[src/rtl/mem_port_arbiter.sv]
// mem_port_arbiter
//   Shares one synchronous memory port between instruction fetch and data
//   load/store. Data normally wins; after MAX_DATA_STREAK consecutive losses
//   fetch is forced through. Every issued read is tracked by a LOAD_LATENCY
//   deep tag pipeline so the returning mem_rdata is flagged for the right
//   consumer. A flush kills fetch tags already in flight.
//
// Ports
//   clk, rst              clock, asynchronous active-high reset
//   fet_req/fet_addr      fetch read request        -> fet_gnt, fet_valid
//   dat_req/dat_we/...    data load/store request   -> dat_gnt, dat_valid
//   mem_*                 memory port (mem_rdata returns LOAD_LATENCY later)
//   rd_data               mem_rdata passthrough
//   stall_pc              fetch requested but not granted
//   flush                 kill in-flight fetch returns
//   stat_fet_stall/stat_dat_gnt  activity counters
//
// Optional feature: define MEM_ARB_STATS_EN to build saturating 32-bit
// counters of stall_pc cycles and dat_gnt cycles; otherwise both ports are 0.

`ifndef ADDR_W
`define ADDR_W 32
`endif
`ifndef DATA_W
`define DATA_W 64
`endif

module mem_port_arbiter #(
    parameter int LOAD_LATENCY    = 1,
    parameter int MAX_DATA_STREAK = 4
) (
    input  logic                clk,
    input  logic                rst,
    input  logic                fet_req,
    input  logic [`ADDR_W-1:0]  fet_addr,
    output logic                fet_gnt,
    output logic                fet_valid,
    input  logic                dat_req,
    input  logic                dat_we,
    input  logic [`ADDR_W-1:0]  dat_addr,
    input  logic [`DATA_W-1:0]  dat_wdata,
    input  logic [7:0]          dat_wstrb,
    output logic                dat_gnt,
    output logic                dat_valid,
    output logic                mem_en,
    output logic                mem_we,
    output logic [`ADDR_W-1:0]  mem_addr,
    output logic [`DATA_W-1:0]  mem_wdata,
    output logic [7:0]          mem_wstrb,
    input  logic [`DATA_W-1:0]  mem_rdata,
    output logic [`DATA_W-1:0]  rd_data,
    output logic                stall_pc,
    input  logic                flush,
    output logic [31:0]         stat_fet_stall,
    output logic [31:0]         stat_dat_gnt
);

    localparam int SW   = $clog2(MAX_DATA_STREAK + 1);
    localparam int LAST = LOAD_LATENCY - 1;
    localparam logic [SW-1:0] STREAK_MAX = SW'(MAX_DATA_STREAK);

    logic [SW-1:0]           streak_q, streak_d;
    logic [LOAD_LATENCY-1:0] tag_v_q,    tag_v_d;
    logic [LOAD_LATENCY-1:0] tag_src_q,  tag_src_d;
    logic [LOAD_LATENCY-1:0] tag_kill_q, tag_kill_d;
    logic                    force_fet;

    // Grant: data has priority unless fetch has lost MAX_DATA_STREAK times.
    // Grants are suppressed while reset is held.
    always_comb begin
        force_fet = (streak_q == STREAK_MAX);
        dat_gnt   = ~rst & dat_req & ~(fet_req & force_fet);
        fet_gnt   = ~rst & fet_req & ~dat_gnt;
    end

    assign stall_pc = fet_req & ~fet_gnt;
    assign mem_en   = fet_gnt | dat_gnt;

    always_comb begin
        mem_we    = 1'b0;
        mem_addr  = '0;
        mem_wdata = '0;
        mem_wstrb = '0;
        if (dat_gnt) begin
            mem_we    = dat_we;
            mem_addr  = dat_addr;
            mem_wdata = dat_wdata;
            mem_wstrb = dat_wstrb;
        end else if (fet_gnt) begin
            mem_addr  = fet_addr;
        end
    end

    always_comb begin
        streak_d = streak_q;
        if (!fet_req || fet_gnt) begin
            streak_d = '0;
        end else if (dat_gnt && streak_q != STREAK_MAX) begin
            streak_d = streak_q + 1'b1;
        end
    end

    // Tag pipeline. Stores take no tag. On flush, every fetch tag moving
    // between stages picks up kill; the tag entering stage 0 this edge is
    // the redirected fetch and stays live.
    always_comb begin
        tag_v_d       = '0;
        tag_src_d     = '0;
        tag_kill_d    = '0;
        tag_v_d[0]    = fet_gnt | (dat_gnt & ~dat_we);
        tag_src_d[0]  = dat_gnt;
        tag_kill_d[0] = 1'b0;
        for (int i = 1; i < LOAD_LATENCY; i++) begin
            tag_v_d[i]    = tag_v_q[i-1];
            tag_src_d[i]  = tag_src_q[i-1];
            tag_kill_d[i] = tag_kill_q[i-1] |
                            (flush & tag_v_q[i-1] & ~tag_src_q[i-1]);
        end
    end

    always_ff @(posedge clk or posedge rst) begin
        if (rst) begin
            streak_q   <= '0;
            tag_v_q    <= '0;
            tag_kill_q <= '0;
        end else begin
            streak_q   <= streak_d;
            tag_v_q    <= tag_v_d;
            tag_kill_q <= tag_kill_d;
        end
    end

    // src is only meaningful alongside v, so it needs no reset.
    always_ff @(posedge clk) begin
        tag_src_q <= tag_src_d;
    end

    // Return decode: fet_valid shows the pre-flush kill of the last stage.
    assign fet_valid = tag_v_q[LAST] & ~tag_src_q[LAST] & ~tag_kill_q[LAST];
    assign dat_valid = tag_v_q[LAST] &  tag_src_q[LAST];
    assign rd_data   = mem_rdata;

`ifdef MEM_ARB_STATS_EN
    function automatic logic [31:0] sat_inc(input logic [31:0] cnt, input logic en);
        sat_inc = (en && cnt != 32'hFFFF_FFFF) ? cnt + 32'd1 : cnt;
    endfunction

    logic [31:0] stat_fet_stall_q, stat_dat_gnt_q;

    always_ff @(posedge clk or posedge rst) begin
        if (rst) begin
            stat_fet_stall_q <= '0;
            stat_dat_gnt_q   <= '0;
        end else begin
            stat_fet_stall_q <= sat_inc(stat_fet_stall_q, stall_pc);
            stat_dat_gnt_q   <= sat_inc(stat_dat_gnt_q, dat_gnt);
        end
    end

    assign stat_fet_stall = stat_fet_stall_q;
    assign stat_dat_gnt   = stat_dat_gnt_q;
`else
    assign stat_fet_stall = '0;
    assign stat_dat_gnt   = '0;
`endif

endmodule

[config.mk]
export PLATFORM = sky130hd
export DESIGN_NAME = mem_port_arbiter
export DESIGN_NICKNAME = d
export VERILOG_FILES = /design/src/rtl/mem_port_arbiter.sv
export SDC_FILE = /design/constraint.sdc
export NUM_CORES = 1
export LEC_CHECK = 0
export ABC_AREA = 1
export BUFFER_PORTS_ARGS = -buffer_cell sky130_fd_sc_hd__buf_4
export CORE_AREA = 8 8 166 168
export DETAILED_ROUTE_END_ITERATION = 6
export DIE_AREA = 0 0 174 176
export PLACE_DENSITY = 0.38
export REMOVE_ABC_BUFFERS = 1
export SYNTH_ARGS = -nofsm -noshare
export SYNTH_HDL_FRONTEND = slang
export SYNTH_SLANG_ARGS = --single-unit
export TNS_END_PERCENT = 10
[constraint.sdc]
create_clock -name clk -period 1.4 [get_ports clk]
set_clock_uncertainty 0.1 [all_clocks]
set_input_delay 0.28 -clock clk [delete_from_list [all_inputs] [get_ports clk]]
set_output_delay 0.28 -clock clk [all_outputs]
set_load 0.1 [all_outputs]
==> results of run 1 <==
-- through the flow --
step,utilization (%),power [W]
2_1_floorplan,-,0.00226
3_3_place_gp,16.2,0.00297
3_5_place_dp,16.2,0.00297
4_1_cts,20.1,0.00378
5_1_grt,23.8,0.00419
6_report,23.8,0.00406
-- cell families after synthesis --
kind of cell | synth area share, %
simple gates | 32.7
other cells | 0.155
fa+ha+maj | 1.04
buf+inv | 60.7
flops | 4.98
xor+xnor | 0.363
-- placed cells by master (no fill, tap or decap), drive strengths merged --
master       synthesis  routed
ha                   2       2
conb                 1      64
nand3               34      34
xor2                 1       1
nand2               73      73
dfrtp                4       4
nand4                3       3
buf                138     277
inv                 83      83
clkbuf               7      12
dfxtp                1       1
nor2                81      81
dlygate4sd3          0       1
-- state kept, by name (all words and copies together), names as in the netlist --
register   cells
tag_src_q      1
streak_q       3
tag_v_q        1
-- layer usage --
layer	GRT usage (%)	vias to the layer above	wire length (um)
met5	8.16	-	341
met1	9.82	1414	6440
li1	-	1455	-
met4	1.53	10	146
met2	14.0	350	7720
met3	10.8	18	3900
-- worst max-delay path, delay by kind of cell, from the launching register on --
family,cells,cell delay (ps)
and+or+nand+nor,3,330
DFF,1,350
adders and majority gates,1,170
buffers and inverters,4,580
-- cell type report --
class | instances | area [um^2] | share of cell area (%)
Clock buffer | 4 | 78.8 | 1.33
Inverter | 83 | 317 | 5.35
Multi-Input combinational cell | 258 | 1500 | 25.3
Sequential cell | 5 | 120 | 2.03
Tap cell | 330 | 413 | 6.98
Timing Repair Buffer | 286 | 3490 | 59.0
-- worst max-delay path by stage --
stage | to | startpoint | slack, ps
floorplan | stall_pc | streak_q[0]$_DFFE_PP0P_ | -4110
global placement | mem_wdata[39] | streak_q[0]$_DFFE_PP0P_ | -570
detailed placement | mem_wdata[39] | streak_q[0]$_DFFE_PP0P_ | -560
CTS | mem_wdata[0] | streak_q[0]$_DFFE_PP0P_ | -750
global route | mem_wdata[32] | streak_q[1]$_DFFE_PP0P_ | -720
finish | mem_wdata[4] | streak_q[0]$_DFFE_PP0P_ | -650
-- report_power, final --
part	leakage (nW)	total [W]	internal (W)	switching [W]
clock network	0.0382	0.000472	0.000377	0.0000942
logic	2.96	0.00343	0.000993	0.00244
registers	0.0619	0.000155	0.000151	0.00000386
total	3.06	0.00406	0.00152	0.00254
-- repair_timing --
item	in CTS	in global routing
pin swaps	1	8
buffers inserted	0	1
hold buffers	1	0
endpoints found under the hold margin	4	0
gates resized for setup	223	175
gates cloned	0	10
endpoints found under the setup margin	114	115
==> out/results.txt, run 1 <==
status = finished with violations
failing checks = setup timing
Worst Hold Depth = 4
hold crit path type = in -> reg
vias in the first global route = 3,488
Die ar. = 30,600 um^2
most frequent CP cell = buf_12
drt wl/cell = 19.2 um
Die Y = 176 um
most numerous cell in the Yosys netlist = buf_4
H-tree levels = 1
fin crit share = 147%
DRT iter0 DRCs = 67
Worst Setup Start Kind = flop
CTS tree = done
Primary FF master, synth = dfrtp_1
worst skew pair latency = 230 ps
Fmax = 0.487 GHz
most frequent cells after synthesis = buf_4 (129), inv_1 (81), nor2_1 (79)
Slowest cell on crit path = dfrtp_1
Max VDD drop = 0.000345 V
Avg Inst Size Synth = 5.64 um^2
largest net degree at the start of global routing = 33
CTS root buf = clkbuf_16
Row Count = 58
WHS Endpoint = tag_src_q$_DFF_P_
Setup WS post-layout = -654 ps
Antenna Violating Nets Remaining = 0
Clock Tree Buf Depth = 2
final cell count without fillers = 966
P_leak = 3.06 nW
Sum Neg Setup Slack = -63,540 ps
synthesized instance count = 428
total wire length = 18,500 um
Chip Width = 174 um
r2r endpoint = streak_q[0]$_DFFE_PP0P_
clock buffer count from CTS = 3
register area share after synthesis = 4.98%
Fillers = 2,679
fin crit period = 2050 ps
worst hold slack = 345 ps
crit-path cells = inv_2 -> ha_4 -> nand3_4 -> nand2_8 -> buf_12 -> buf_8 -> nor2_2 -> buf_12
final-stage net count = 845
RSZ-0062 raised after global routing = true
Design Area, Final = 5910 um^2
Layout area overhead = 145%
# diodes = 0
R2R cell count = 9
number of flops mapped to enable cells by yosys = 0
first-pass GRT wire length = 22,900 um
via count = 3,247
CP max FO = 9
GP Congestion = 0.729
synthesized area = 2410 um^2
Max Cap Viol = 0
Ports = 445
Placement Cell Area = 4030 um^2
global-route usage over all layers = 10.1%
core footprint = 24,800 um^2
gr ovfl total = 0
top-area cell type share of the netlist area = 40.1%
layout cell share with drive strength beyond 1 = 58.3%
ys async rst share = 80.0%
largest stage delay on the critical path = 350 ps
router iterations before antenna repair = 4
pre-CTS worst setup slack = -562 ps
worst flop-to-flop path startpoint = streak_q[0]$_DFFE_PP0P_
Initial Utilization = 9.72%
Synth Warn # = 0
CTS clock-pin slew for the worst setup and hold paths = 30 ps
dpl hpwl = 14,200 um
R2R setup slack = -120 ps
worst setup path category = reg -> out
antenna violations before repair = 0
cell taking the most area after synthesis = buf_4
critical path arrival = 1670 ps
pins over their slew limit = 0
dpl cells = 950
clk sinks = 5
Critical Path RT = 1020 ps
Final Hold Viols = 0
register bit total from synthesis = 5
crit end category = output port
pwr dens = 686 nW/um^2
Via density = 3.36
Area contributors post-synth = buf_4 (40%), inv_1 (13%), nor2_1 (12%), nand2_1 (11%), nand3_1 (6.8%)
IO Port Bufs = 251
HP Start = rst
Distinct cells, synth = 18
final setup vio count = 113
drc violations = 0
(Power assumes the default switching activity.)
==> run 2: changes to the inputs <==
--- a/config.mk
+++ b/config.mk
@@ -6,7 +6,7 @@
 export NUM_CORES = 1
 export LEC_CHECK = 0
 export ABC_AREA = 1
-export BUFFER_PORTS_ARGS = -buffer_cell sky130_fd_sc_hd__buf_4
+export BUFFER_PORTS_ARGS = -buffer_cell sky130_fd_sc_hd__buf_2
 export CORE_AREA = 8 8 166 168
 export DETAILED_ROUTE_END_ITERATION = 6
 export DIE_AREA = 0 0 174 176
==> run 2 against run 1 <==
The run still ends with setup timing left. Critical path type unchanged. Global-route usage is 0.47 points higher. Clock power about the same. Combinational power rose by 3%. Non-clock buffer count grew 7. Largest power group unchanged.
==> out/results.txt, run 2 (synthesized netlist as in run 1, its figures left out) <==
P_leak = 3.10 nW
Max Cap Viol = 0
worst setup path category = reg -> out
IO Port Bufs = 251
met3 WL = 3830 um
Die Y = 176 um
Via density = 3.33
drc violations = 0
Final Hold Viols = 0
largest stage delay on the critical path = 360 ps
most frequent CP cell = buf_12
Hold-fix buffers, CTS = 0
Top Registers = streak_q: 3 flops, tag_src_q: 1 flops, tag_v_q: 1 flops
Critical Path RT = 1020 ps
fin crit period = 2020 ps
Row Count = 58
worst skew pair latency = 230 ps
Sum Neg Setup Slack = -63,270 ps
global-route usage over all layers = 10.6%
most frequent cells in the layout = buf_2 (139), buf_12 (116), inv_1 (78)
layout cell share with drive strength beyond 1 = 68.0%
crit end category = output port
clock buffer count from CTS = 3
failing checks = setup timing
dpl hpwl = 15,000 um
Setup WS post-layout = -624 ps
wl on met1 = 6730 um
H-tree levels = 1
Layout area overhead = 159%
commonest non-fill, non-tap cell in the layout = buf_2
Fmax = 0.494 GHz
fin crit share = 145%
Slowest cell on crit path = dfrtp_1
dpl cells = 955
vias in the first global route = 3,468
Max VDD drop = 0.000250 V
Largest Register = streak_q
core footprint = 24,800 um^2
antenna violations before repair = 0
CP max FO = 6
Antenna Violating Nets Remaining = 0
Ports = 445
CTS tree = done
pins over their slew limit = 0
Die ar. = 30,600 um^2
Chip Width = 174 um
GP Congestion = 0.740
largest net degree at the start of global routing = 28
# diodes = 0
router iterations before antenna repair = 4
status = finished with violations
final-stage net count = 852
WL met2 = 7210 um
critical path arrival = 1640 ps
CTS root buf = clkbuf_16
CTS clock-pin slew for the worst setup and hold paths = 30 ps
final cell count without fillers = 973
worst hold slack = 61.0 ps
crit-path cells = inv_2 -> ha_4 -> nand3_4 -> nand2_8 -> buf_12 -> clkbuf_16 -> nor2_4 -> buf_12
RSZ-0062 raised after global routing = true
DRT iter0 DRCs = 57
total wire length = 18,300 um
max FFs per register = 3
Initial Utilization = 9.72%
Pwr Total = 0.00415 W
Fillers = 2,699
gr ovfl total = 0
Worst Setup Start Kind = flop
DR top layer = met5
drt wl/cell = 18.8 um
via count = 3,237
final setup vio count = 113
hold crit path type = in -> async
first-pass GRT wire length = 23,700 um
pwr dens = 664 nW/um^2
clk sinks = 5
Clock Tree Buf Depth = 2
run 2: changes by cell type in the layout (fill, tap and decap cells not counted), sizes merged:
cell and delta:
buf +10, dlygate4sd3 -1, bufbuf +1, clkbuf -3
run 2: metal layers:
| metal | up-vias | global-route usage, % |
|---|---|---|
| met5 | - | 8.16 |
| met4 | 10 | 1.82 |
| met3 | 23 | 11.4 |
| met2 | 349 | 13.9 |
| met1 | 1389 | 10.7 |
| li1 | 1466 | - |
run 2: what timing repair did:
action / 4_1_cts / 5_1_grt
endpoints found under the setup margin: 114 / 113
pin swaps: 4 / 32
resized for setup: 166 / 58
buffers inserted: 2 / 3
cloned: 3 / 7
run 2: area by class of cell:
cell class / count / area [um^2] / area share (%)
multi-input cells: 258 / 1800 / 28.8
clock buffers: 4 / 78.8 / 1.26
inverters: 83 / 319 / 5.10
well taps: 330 / 413 / 6.60
flip-flops and latches: 5 / 120 / 1.92
repair buffers: 293 / 3520 / 56.3
run 2: through the flow:
stage	setup WS [ps]	cell area [um^2]	util (%)
floorplan	-4110	1500	-
global placement	-527	5120	20.6
detailed placement	-525	5120	20.6
CTS	-616	5900	23.8
global route	-692	6250	25.2
finish	-624	6250	25.2
run 2: final timing paths:
kind	from	end	slack [ps]	cells after the start
worst min-delay path	rst	streak_q[2]$_DFFE_PP0P_	60	4
max in group asynchronous	rst	tag_v_q$_DFF_PP0_	1030	4
min in group clk	rst	tag_src_q$_DFF_P_	330	4
worst min register to register	streak_q[0]$_DFFE_PP0P_	streak_q[0]$_DFFE_PP0P_	590	4
worst max-delay path	streak_q[1]$_DFFE_PP0P_	mem_wstrb[3]	-620	8
worst max register to register	streak_q[1]$_DFFE_PP0P_	tag_v_q$_DFF_PP0_	-190	9
run 2: report_power, final:
group          total, W  internal (W)  switching [W]  leakage, nW
Clock          0.000473      0.000378      0.0000959       0.0382
Sequential     0.000155      0.000151     0.00000400       0.0619
Combinational   0.00352       0.00102        0.00251         3.00
run 2: worst max-delay path, delay by kind of cell, from the launching register on:
kind,cells,cell delay [ps]
DFF,1,360
adders and majority gates,1,170
buffers and inverters,4,580
and+or+nand+nor,3,290
==> run 3: changes to the inputs <==
--- a/config.mk
+++ b/config.mk
@@ -10,7 +10,7 @@
 export CORE_AREA = 8 8 166 168
 export DETAILED_ROUTE_END_ITERATION = 6
 export DIE_AREA = 0 0 174 176
-export PLACE_DENSITY = 0.38
+export PLACE_DENSITY = 0.37
 export REMOVE_ABC_BUFFERS = 1
 export SYNTH_ARGS = -nofsm -noshare
 export SYNTH_HDL_FRONTEND = slang
==> constraint.sdc (replaced) <==
create_clock -name clk -period 2.2 [get_ports clk]
set_clock_uncertainty 0.1 [all_clocks]
set_input_delay 0.44 -clock clk [delete_from_list [all_inputs] [get_ports clk]]
set_output_delay 0.44 -clock clk [all_outputs]
set_load 0.1 [all_outputs]
==> run 3 against run 2 <==
The run still ends with setup timing left. Die area did not move. Critical path depth did not move. Clock-buffer cell count is 1 lower. Cell area shrank 11%. First-iteration DRC count is 14% higher. Core utilization shrank 2.8 points. Cell count shrank 1.3%. Critical endpoint is now mem_wstrb[2].
==> out/results.txt, run 3 (synthesized netlist as in run 1, its figures left out) <==
pwr dens = 447 nW/um^2
CTS clock-pin slew for the worst setup and hold paths = 30 ps
status = finished with violations
Die Y = 176 um
Ports = 445
# diodes = 0
Fmax = 0.454 GHz
pins over their slew limit = 0
GP Congestion = 0.715
final cell count without fillers = 960
RSZ-0062 raised after global routing = true
layout cell share with drive strength beyond 1 = 58.1%
max FFs per register = 3
total wire length = 16,600 um
Clock Tree Buf Depth = 2
crit end category = output port
dpl cells = 952
largest net degree at the start of global routing = 33
Fillers = 2,792
dpl hpwl = 14,800 um
core footprint = 24,800 um^2
Design Area, Final = 5570 um^2
drc violations = 0
antenna violations before repair = 1
global-route usage over all layers = 10.0%
pre-CTS worst setup slack = 89.5 ps
failing checks = setup timing
worst setup path category = reg -> out
Final Hold Viols = 0
vias in the first global route = 3,287
Worst Setup Start Kind = flop
most frequent cells in the layout = buf_2 (142), buf_12 (116), inv_1 (79)
Setup WS post-layout = -3.15 ps
CTS tree = done
Sum Neg Setup Slack = -3.15 ps
worst skew pair latency = 230 ps
hold crit path type = in -> async
fin crit period = 2200 ps
router iterations before antenna repair = 4
CTS root buf = clkbuf_16
Row Count = 58
final setup vio count = 1
Die ar. = 30,600 um^2
worst hold slack = 292 ps
clock buffer count from CTS = 3
Via density = 3.17
gr ovfl total = 0
drt wl/cell = 17.3 um
Layout area overhead = 131%
CP max FO = 13
P_leak = 2.93 nW
Chip Width = 174 um
Max VDD drop = 0.000188 V
Critical Path RT = 1660 ps
Max Cap Viol = 0
commonest non-fill, non-tap cell in the layout = buf_2
Top Registers = streak_q: 3 flops, tag_src_q: 1 flops, tag_v_q: 1 flops
via count = 3,041
H-tree levels = 1
critical path arrival = 1660 ps
Placement Cell Area = 5080 um^2
DRT iter0 DRCs = 65
final-stage net count = 839
fin crit share = 100%
Largest Register = streak_q
Antenna Violating Nets Remaining = 0
IO Port Bufs = 251
clk sinks = 5
Initial Utilization = 9.72%
first-pass GRT wire length = 22,700 um
run 3: repair_timing:
item                                    in CTS  in global routing
pin swaps                                    0                  1
gates cloned                                 0                  2
endpoints found under the hold margin        0                  0
setup buffers                                2                  1
endpoints found under the setup margin      88                101
gates resized for setup                     16                 89
hold buffers                                 0                  0
run 3: per-layer routing:
| layer | wire length, um | vias up | part of all wire (%) | track usage (%) |
|---|---|---|---|---|
| met4 | 65 | 6 | 0.39 | 1.03 |
| met1 | 6280 | 1266 | 38 | 10.5 |
| li1 | - | 1438 | - | - |
| met2 | 6460 | 323 | 39 | 13.5 |
| met5 | 241 | - | 1.5 | 6.88 |
| met3 | 3560 | 8 | 21 | 10.5 |
run 3: layout make-up:
cell class              instances  area, um^2  area share, %
multi-input cells             258        1400           25.1
clock inverters                 1        5.00         0.0898
repair buffers                280        3250           58.3
flip-flops and latches          5         120           2.16
clock buffers                   3        75.1           1.35
well taps                     330         413           7.41
inverters                      83         312           5.59
run 3: report_power, final:
group          total (W)  switching (W)  internal, W
Sequential     0.0000988     0.00000260    0.0000962
Clock           0.000297      0.0000594     0.000237
Combinational    0.00210        0.00153     0.000571
run 3: metrics by stage:
stage	total power [W]	util [%]
after floorplan	0.00144	-
after global placement	0.00213	20.5
after detailed placement	0.00213	20.5
after CTS	0.00245	21.1
after global routing	0.00258	22.4
final	0.00249	22.4
run 3: final timing paths:
kind / from / endpoint / slack, ps / cells after the start
min in group clk: streak_q[0]$_DFFE_PP0P_ / streak_q[0]$_DFFE_PP0P_ / 450 / 3
max in group asynchronous: rst / streak_q[0]$_DFFE_PP0P_ / 1610 / 4
worst max-delay path: streak_q[0]$_DFFE_PP0P_ / mem_wstrb[2] / -3 / 8
worst min register to register: streak_q[0]$_DFFE_PP0P_ / streak_q[0]$_DFFE_PP0P_ / 450 / 3
worst max register to register: streak_q[0]$_DFFE_PP0P_ / tag_v_q$_DFF_PP0_ / 630 / 9
worst min-delay path: rst / streak_q[2]$_DFFE_PP0P_ / 290 / 4
run 3: worst max-delay path, cell delays in order (launching register included):
cell and delay, ps:
dfrtp_1 350, inv_2 60, ha_4 160, nand3_4 70, nand2_4 80, buf_12 160, buf_12 150, nor2_1 180
buf_12 210
